===== src/rtl/rssi_monitor_if.sv =====
// rssi_monitor_if: handshake and data bundle between rssi_monitor and the serial RSSI converter
// Ports (master = monitor side): en/shdn start request and shutdown qualifier out;
// rdy (converter idle), data_rdy (sample valid) and data (8-bit sample) in.
interface rssi_monitor_if;
  logic       en;
  logic       shdn;
  logic       rdy;
  logic       data_rdy;
  logic [7:0] data;
  modport master (output en, shdn, input rdy, data_rdy, data);
  modport slave (input en, shdn, output rdy, data_rdy, data);
endinterface


===== src/rtl/rssi_monitor.sv =====
// rssi_monitor: paces the RSSI converter, averages 2^LOG2N-sample windows, tracks peak and carrier sense
// Ports: clk, resetn (sync, active-low); run_i/sleep_i conversion and power-down levels;
// clear_peak_i pulse; thr_hi_i/thr_lo_i carrier-sense thresholds; adc converter bundle (master);
// avg_o/avg_valid_o window average and strobe; peak_o; cs_busy_o; timeout_err_o (sticky).
module rssi_monitor #(
  parameter int LOG2N = 3,
  parameter int TIMEOUT = 64
) (
  input  logic       clk,
  input  logic       resetn,
  input  logic       run_i,
  input  logic       sleep_i,
  input  logic       clear_peak_i,
  input  logic [7:0] thr_hi_i,
  input  logic [7:0] thr_lo_i,
  rssi_monitor_if.master adc,
  output logic [7:0] avg_o,
  output logic       avg_valid_o,
  output logic [7:0] peak_o,
  output logic       cs_busy_o,
  output logic       timeout_err_o
);
  typedef enum logic [2:0] {IDLE, REQ, WAIT, SLP_REQ, PD} state_t;
  localparam int AW = 8 + LOG2N;
  localparam int WW = $clog2(TIMEOUT) + 1;
  state_t state_q, state_d;
  logic [AW-1:0] acc_q, acc_d, sum;
  logic [LOG2N-1:0] cnt_q, cnt_d;
  logic [WW-1:0] wd_q, wd_d;
  logic [7:0] avg_q, avg_d, peak_q, peak_d, new_avg;
  logic rdy_prev_q, rise, sample, expire, full;
  logic en_q, en_d, shdn_q, shdn_d;
  logic avg_valid_q, avg_valid_d, cs_q, cs_d, err_q, err_d;
  assign rise = adc.data_rdy & ~rdy_prev_q;
  assign sample = state_q == WAIT && rise;
  // watchdog starts at 0 in REQ, so expiry lands TIMEOUT cycles after the start request
  assign expire = state_q == WAIT && !rise && wd_q == WW'(TIMEOUT - 1);
  assign sum = acc_q + AW'(adc.data);
  assign new_avg = sum[AW-1:LOG2N];
  assign full = &cnt_q;
  always_ff @(posedge clk)
    state_q <= !resetn ? IDLE : state_d;
  always_comb begin
    state_d = state_q;
    case (state_q)
      IDLE:    state_d = !adc.rdy ? IDLE : sleep_i ? SLP_REQ : run_i ? REQ : IDLE;
      REQ:     state_d = WAIT;
      WAIT:    state_d = (sample || expire) ? IDLE : WAIT;
      SLP_REQ: state_d = PD;
      PD:      state_d = sleep_i ? PD : IDLE;
      default: state_d = IDLE;
    endcase
  end
  // converter strobes are registered from the next state so they line up with REQ/SLP_REQ/PD
  always_comb begin
    en_d = state_d == REQ || state_d == SLP_REQ;
    shdn_d = state_d == SLP_REQ || state_d == PD;
  end
  always_comb begin
    acc_d = (state_q == IDLE && !run_i && !sleep_i) ? '0 : acc_q;
    cnt_d = (state_q == IDLE && !run_i && !sleep_i) ? '0 : cnt_q;
    wd_d = state_q == IDLE ? '0 : wd_q + WW'(1);
    avg_d = avg_q;
    avg_valid_d = 1'b0;
    cs_d = cs_q;
    err_d = err_q | expire;
    peak_d = clear_peak_i ? 8'd0 : peak_q;
    if (sample) begin
      peak_d = (clear_peak_i || adc.data > peak_q) ? adc.data : peak_q;
      acc_d = full ? '0 : sum;
      cnt_d = cnt_q + LOG2N'(1);
      if (full) begin
        avg_d = new_avg;
        avg_valid_d = 1'b1;
        cs_d = new_avg >= thr_hi_i ? 1'b1 : new_avg < thr_lo_i ? 1'b0 : cs_q;
      end
    end
  end
  always_ff @(posedge clk) begin
    if (!resetn) begin
      acc_q <= '0;
      cnt_q <= '0;
      wd_q <= '0;
      rdy_prev_q <= 1'b1;
      en_q <= 1'b0;
      shdn_q <= 1'b0;
      avg_q <= 8'd0;
      avg_valid_q <= 1'b0;
      peak_q <= 8'd0;
      cs_q <= 1'b0;
      err_q <= 1'b0;
    end else begin
      acc_q <= acc_d;
      cnt_q <= cnt_d;
      wd_q <= wd_d;
      rdy_prev_q <= adc.data_rdy;
      en_q <= en_d;
      shdn_q <= shdn_d;
      avg_q <= avg_d;
      avg_valid_q <= avg_valid_d;
      peak_q <= peak_d;
      cs_q <= cs_d;
      err_q <= err_d;
    end
  end
  assign adc.en = en_q;
  assign adc.shdn = shdn_q;
  assign avg_o = avg_q;
  assign avg_valid_o = avg_valid_q;
  assign peak_o = peak_q;
  assign cs_busy_o = cs_q;
  assign timeout_err_o = err_q;
endmodule

===== src/flat_wrapper.sv =====
// flat-port wrapper written by rule: the top's interface ports become plain ports
module rssi_monitor_flat 
#(
  parameter int LOG2N = 3,
  parameter int TIMEOUT = 64
)
  (clk, resetn, run_i, sleep_i, clear_peak_i, thr_hi_i, thr_lo_i, avg_o, avg_valid_o, peak_o, cs_busy_o, timeout_err_o, adc_en, adc_shdn, adc_rdy, adc_data_rdy, adc_data);
  rssi_monitor_if adc_i ();
  input  logic clk;
  input  logic resetn;
  input  logic run_i;
  input  logic sleep_i;
  input  logic clear_peak_i;
  input  logic [7:0] thr_hi_i;
  input  logic [7:0] thr_lo_i;
  output logic [7:0] avg_o;
  output logic avg_valid_o;
  output logic [7:0] peak_o;
  output logic cs_busy_o;
  output logic timeout_err_o;
  output wire logic [$bits(adc_i.en)-1:0] adc_en;
  output wire logic [$bits(adc_i.shdn)-1:0] adc_shdn;
  input wire logic [$bits(adc_i.rdy)-1:0] adc_rdy;
  input wire logic [$bits(adc_i.data_rdy)-1:0] adc_data_rdy;
  input wire logic [$bits(adc_i.data)-1:0] adc_data;
  assign adc_en = adc_i.en;
  assign adc_shdn = adc_i.shdn;
  assign adc_i.rdy = adc_rdy;
  assign adc_i.data_rdy = adc_data_rdy;
  assign adc_i.data = adc_data;
  rssi_monitor #(.LOG2N(LOG2N), .TIMEOUT(TIMEOUT)) u_core (.clk(clk), .resetn(resetn), .run_i(run_i), .sleep_i(sleep_i), .clear_peak_i(clear_peak_i), .thr_hi_i(thr_hi_i), .thr_lo_i(thr_lo_i), .adc(adc_i), .avg_o(avg_o), .avg_valid_o(avg_valid_o), .peak_o(peak_o), .cs_busy_o(cs_busy_o), .timeout_err_o(timeout_err_o));
endmodule

===== config.mk =====
export PLATFORM = sky130hd
export DESIGN_NAME = rssi_monitor_flat
export DESIGN_NICKNAME = d
export VERILOG_FILES = /design/src/rtl/rssi_monitor_if.sv /design/src/rtl/rssi_monitor.sv /design/src/flat_wrapper.sv
export SDC_FILE = /design/constraint.sdc
export NUM_CORES = 1
export LEC_CHECK = 0
export ABC_AREA = 1
export CAP_MARGIN = 40
export CORE_MARGIN = 10
export CORE_UTILIZATION = 54
export CTS_BUF_LIST = sky130_fd_sc_hd__clkbuf_8
export DETAILED_ROUTE_END_ITERATION = 7
export MAX_ROUTING_LAYER = met4
export PLACE_DENSITY = 0.87
export SLEW_MARGIN = 20
export SYNTH_ARGS = -nofsm -noshare
export SYNTH_HDL_FRONTEND = slang
export SYNTH_SLANG_ARGS = --single-unit

===== constraint.sdc =====
create_clock -name clk -period 4.3 [get_ports clk]
set_input_delay 1.075 -clock clk [delete_from_list [all_inputs] [get_ports clk]]
set_output_delay 1.075 -clock clk [all_outputs]
set_load 0.005 [all_outputs]

* After elaboration in Yosys (flattened, before gate mapping)
Cells that the tools add are included.
** Cells by class
- $add $sub $neg :: 3
- $lt $le $gt $ge :: 3
- Eq/ne operators :: 9
- Muxes and demuxes :: 17
- Bitwise gates (word level) :: 4
- Reductions and logical operators :: 22
** Operators by type and width (number)
- $mux W11 :: 3
- $mux W8 :: 3
- $mux W3 :: 5
- $pmux W3 S5 :: 1
- $add A11 B8 Y11 :: 1
- $eq A3 B2 Y1 const B :: 3
- $ge A8 B8 Y1 :: 1
- $gt A8 B8 Y1 :: 1
- $lt A8 B8 Y1 :: 1
- $add A7 B1 Y7 const B :: 1
- $eq A7 B6 Y1 const B :: 1
- $eq A3 B1 Y1 const B :: 2
- $eq A3 B3 Y1 const B :: 2
- $reduce_bool A2 Y1 :: 3
- $logic_and A1 B1 Y1 :: 5
- $reduce_and A5 Y1 :: 1
- $logic_or A1 B1 Y1 :: 4
- $mux W1 :: 4
- $reduce_and A2 Y1 :: 2
- $reduce_and A4 Y1 :: 1
- $add A3 B1 Y3 const B :: 1
- $logic_not A1 Y1 :: 3
- $logic_not A3 Y1 :: 1
- $reduce_and A3 Y1 :: 1
- 6 further kinds :: 7
** Storage, ports and cells
- Flip-flop bits (word level) :: 46
- Input bits :: 31
- Output and inout port bits :: 21
- Logic and storage cells :: 70

* Logic depth before layout (Yosys ltp)
- Depth in word-level cells :: 10
- Mapped depth :: 19
- Gate-level depth less buffers :: 19

* Worst setup path after synthesis
OpenSTA, ideal clock, no wires.
- Path kind :: input -> register
- From :: input adc_data[0]
- To :: register u_core.cs_q (netlist: u_core.cs_busy_o)
- Setup time :: 71 ps
- Arrival time :: 3269 ps
- Data required time :: 4229 ps
- Slack :: 961 ps
- Stages :: 16
- Path buffers :: 0
- Cells stage by stage :: ha_1 inv_1 fa_1 nand3b_1 nand2_1 nand4_1 nand2_1 nand3_1 xnor2_2 ha_1 nand2_1 nor2_1 nand4_1 o2111ai_1 nand4_1 a21oi_1
** Between the ends
- Longest elaborated chain between the ends :: 4
- Elaborated cells on any way between the ends :: 6
- Those cells by class :: 1 x add/sub; 2 x order compare; 1 x mux; 2 x reduce/logical
** RTL lines
- from (decl) :: RTL line flat_wrapper.sv:25 : input wire logic [$bits(adc_i.data)-1:0] adc_data;
- $add A11 B8 Y11 (*) :: RTL line rssi_monitor.sv:38 : assign sum = acc_q + AW'(adc.data);
- named net u_core.sum[10] :: RTL line rssi_monitor.sv:27 : logic [AW-1:0] acc_q, acc_d, sum;
- $lt A8 B8 Y1 / $ge A8 B8 Y1 (equally long branches) :: RTL line rssi_monitor.sv:75 : cs_d = new_avg >= thr_hi_i ? 1'b1 : new_avg < thr_lo_i ? 1'b0 : cs_q;
- $reduce_bool A2 Y1 (no line)
- $reduce_and A5 Y1 (no line)
- to (signal assigned) :: RTL line rssi_monitor.sv:102 : cs_q <= cs_d;
- to (decl) :: RTL line rssi_monitor.sv:33 : logic avg_valid_q, avg_valid_d, cs_q, cs_d, err_q, err_d;
The timed path passes the listed nets; every way through them passes the cells marked *.
A chain may end at the register's enable or synchronous reset.

* Final worst setup path
Ends and elaborated chain as after synthesis.

==> out/results.ini <==
[synthesis]
synth_seq_area_share_pct=33.1
synth.largest_area_cell=dfxtp_1
ys_types=37
syn_area_sq_mm=0.00278
syn_inst=381
yosys-top-cells-count=nand2_1, inv_1, a21oi_1
ys_ff_latch=46
yosysTopAreaCellShare_pct=33.1
ys_async_sr_fraction_pct=0
synth_nets=447
synth_edf_count=0
yosys-top-cells-area=dfxtp_1, ha_1, nand2_1
avgSynthCellArea_sq_um=7.29
synth_warnings=0
synth_top_flop_cell=dfxtp_1
yosysMostFrequentCell=nand2_1

[grt]
grt_max_degree=18
grt_overflow=0
grt_pass1_vias=2563
grt_pass1_wl_mm=11.2
grt_usage_pct=16.2
antenna_found_initial=0

[power_and_ir_drop]
clockPowerShare_pct=36.1
p_seq_share_pct=47.6
p_per_area_mw_per_mm2=268
p_leak_nw=1.54
power.total_w=0.000929
p_comb_share_pct=16.2
p_int_w=0.000680
switching_share_pct=26.8
ir_drop_uv=212
p_switching_w=0.000249

[clock_tree]
cts_hold_buf=0
clk_pin_slew_ps=90
cts_buffer_depth=2
cts_setup_buffers=0
clock-root-buffer=clkbuf_8
cts_max_level=2
cts.repair.resized=0
cts_num_sinks=46
clk_latency_ps=310
cts_tree=built
cts_inserted_buffers=5

[cells_and_area]
fillers=414
area_delta_synth_final_pct=24.5
fin_cells=505
drive_above_1_share_pct=5.52
nets=500
n_antenna_cell=0

[placed_design]
dp_hpwl_mm=5.17
routabilityCongestion=0.952
port-buffer-count=51
place_inst=497

[setup_path]
crit_slowest_cell=clkdlybuf4s50_1
cp_num_buf_inv=2
startpoint_type=input pin
critical-path-max-stage-delay_ps=520
crit_path_end_kind=register
worst-endpoint-arrival_ps=4090
crit_required_ps=4550
path_class=in2reg
crit_fanout=4
path_delay_family=simple AND/OR/NAND/NOR gates
path_cells=clkdlybuf4s50_1 -> ha_1 -> inv_1 -> fa_1 -> nand3b_1 -> nand2_1 -> nand4_1 -> nand2_1 -> nand3_1 -> xnor2_2 -> ha_1 -> nand2_1 -> nor2_1 -> nand4_1 -> o2111ai_1 -> nand4_1 -> a21oi_1

[run]
drv_cap=0

[floorplan]
rows=26
coreArea_sq_mm=0.00504
ios=52
die_y_microns=91.7
initial_utilization_pct=55.1
fp.dieW_microns=91.7
die_area_sq_mm=0.00842

[timing]
whs_ps=459
slew_viol_final=0
setup_tns_ps=0
fin_worst_skew_ps=5.84
finalSetupViolCount=0
rsz0062_at_grt=false
fin_crit_sh_pct=89.4
clock.fmax_mhz=260
hold_violations=0
tightest_slew_ps=504
min_period_ps=3840
slew_headroom_pct=66.3

[route]
wirelength_mm=6.70
num_vias=2605
drt_iter0_markers=115
routedWlPerCell_microns=13.3
ant_nets=0
firstDrtPassIters=4
avgViaCountPerCell=5.16
drc_errors=0

[status]
status=finished, final reports clean

[min_path]
hp-class=reg2reg

-- power groups by stage --
stage | sequential (W) | clock, W | combinational (W)
floorplan | 0.000451 | 0 | 0.0000860
global placement | 0.000452 | 0 | 0.000143
detailed placement | 0.000452 | 0 | 0.000148
CTS | 0.000442 | 0.000336 | 0.000150
global route | 0.000444 | 0.000355 | 0.000169
finish | 0.000443 | 0.000336 | 0.000151
-- state kept, by name (all words and copies together), names as in the netlist --
register and flops:
u_core.acc_q 11, u_core.avg_o 8, u_core.peak_o 8, u_core.wd_q 7, u_core.cnt_q 3, u_core.state_q 3
u_core.adc.en 1, u_core.adc.shdn 1, u_core.avg_valid_o 1, u_core.cs_busy_o 1, u_core.rdy_prev_q 1, u_core.timeout_err_o 1
-- logic make-up (layout without fill, tap and decap cells) --
logic type,Yosys count,after routing,synth area share (%)
simple gates,137,137,21.4
compound gates,86,86,17.2
buf+inv,72,126,10.4
flops,46,46,33.1
fa+ha+maj,35,35,16.0
xor+xnor,5,5,1.85
-- per-stage QoR --
stage          instance area [sq um]  setup slack (ps)  utilization [%]
4_1_cts                         3460               487             68.6
5_1_grt                         3460               156             68.6
2_1_floorplan                   2780               961                -
6_report                        3460               455             68.6
3_5_place_dp                    3350               195             66.4
3_3_place_gp                    3350               265             66.4
-- worst register-to-register path, cell delays in order (launching register included) --
cell	delay, ps
dfxtp_1	350
ha_1	210
inv_1	70
fa_1	390
nand3b_1	220
nand2_1	120
nand4_1	80
nand2_1	120
nand3_1	130
xnor2_2	190
ha_1	300
nand2_1	70
nor2_1	140
nand4_1	100
o2111ai_1	100
nand4_1	100
a21oi_1	140
-- final timing paths --
path	cells after the start	start	slack, ps	endpoint
worst min-delay path	1	u_core.wd_q[0]	460	u_core.wd_q[0]
worst max register to register	16	u_core.acc_q[0]	1400	u_core.cs_busy_o
worst min register to register	1	u_core.wd_q[0]	460	u_core.wd_q[0]
worst max-delay path	17	adc_data[0]	460	u_core.cs_busy_o
-- cells in the final DEF, fill, tap and decap left out, types with 2 or more instances in the layout --
master	Yosys	routed
a21oi_1	49	49
a21oi_2	3	3
buf_4	0	2
clkbuf_8	0	5
clkdlybuf4s50_1	0	51
clkinv_2	1	2
dfxtp_1	46	46
ha_1	34	34
inv_1	62	62
inv_2	2	2
nand2_1	76	76
nand3_1	15	15
nand3b_1	2	2
nand4_1	6	6
nor2_1	25	25
nor3_1	6	6
o21ai_0	23	23
o21ai_1	2	2
o21bai_1	2	2
xnor2_1	2	2
xor2_1	2	2
-- final cells by class --
class | count | area (sq um) | area share, %
clock inverter | 3 | 43.8 | 1.27
sequential | 46 | 921 | 26.6
clock buffer | 5 | 68.8 | 1.99
tap | 70 | 87.6 | 2.53
timing repair buffer | 53 | 526 | 15.2
inverter | 65 | 245 | 7.09
multi-input combinational | 263 | 1570 | 45.3
-- routing by layer --
layer  track usage (%)  wire length [microns]  up-vias
li1                  -                      -     1348
met1              17.6                   2890     1191
met2              29.4                   3460       55
met4              4.76                    119        0
met5                 -                      0        -
met3              2.85                    230       11
Note: power is estimated with default switching activity, not from simulation.
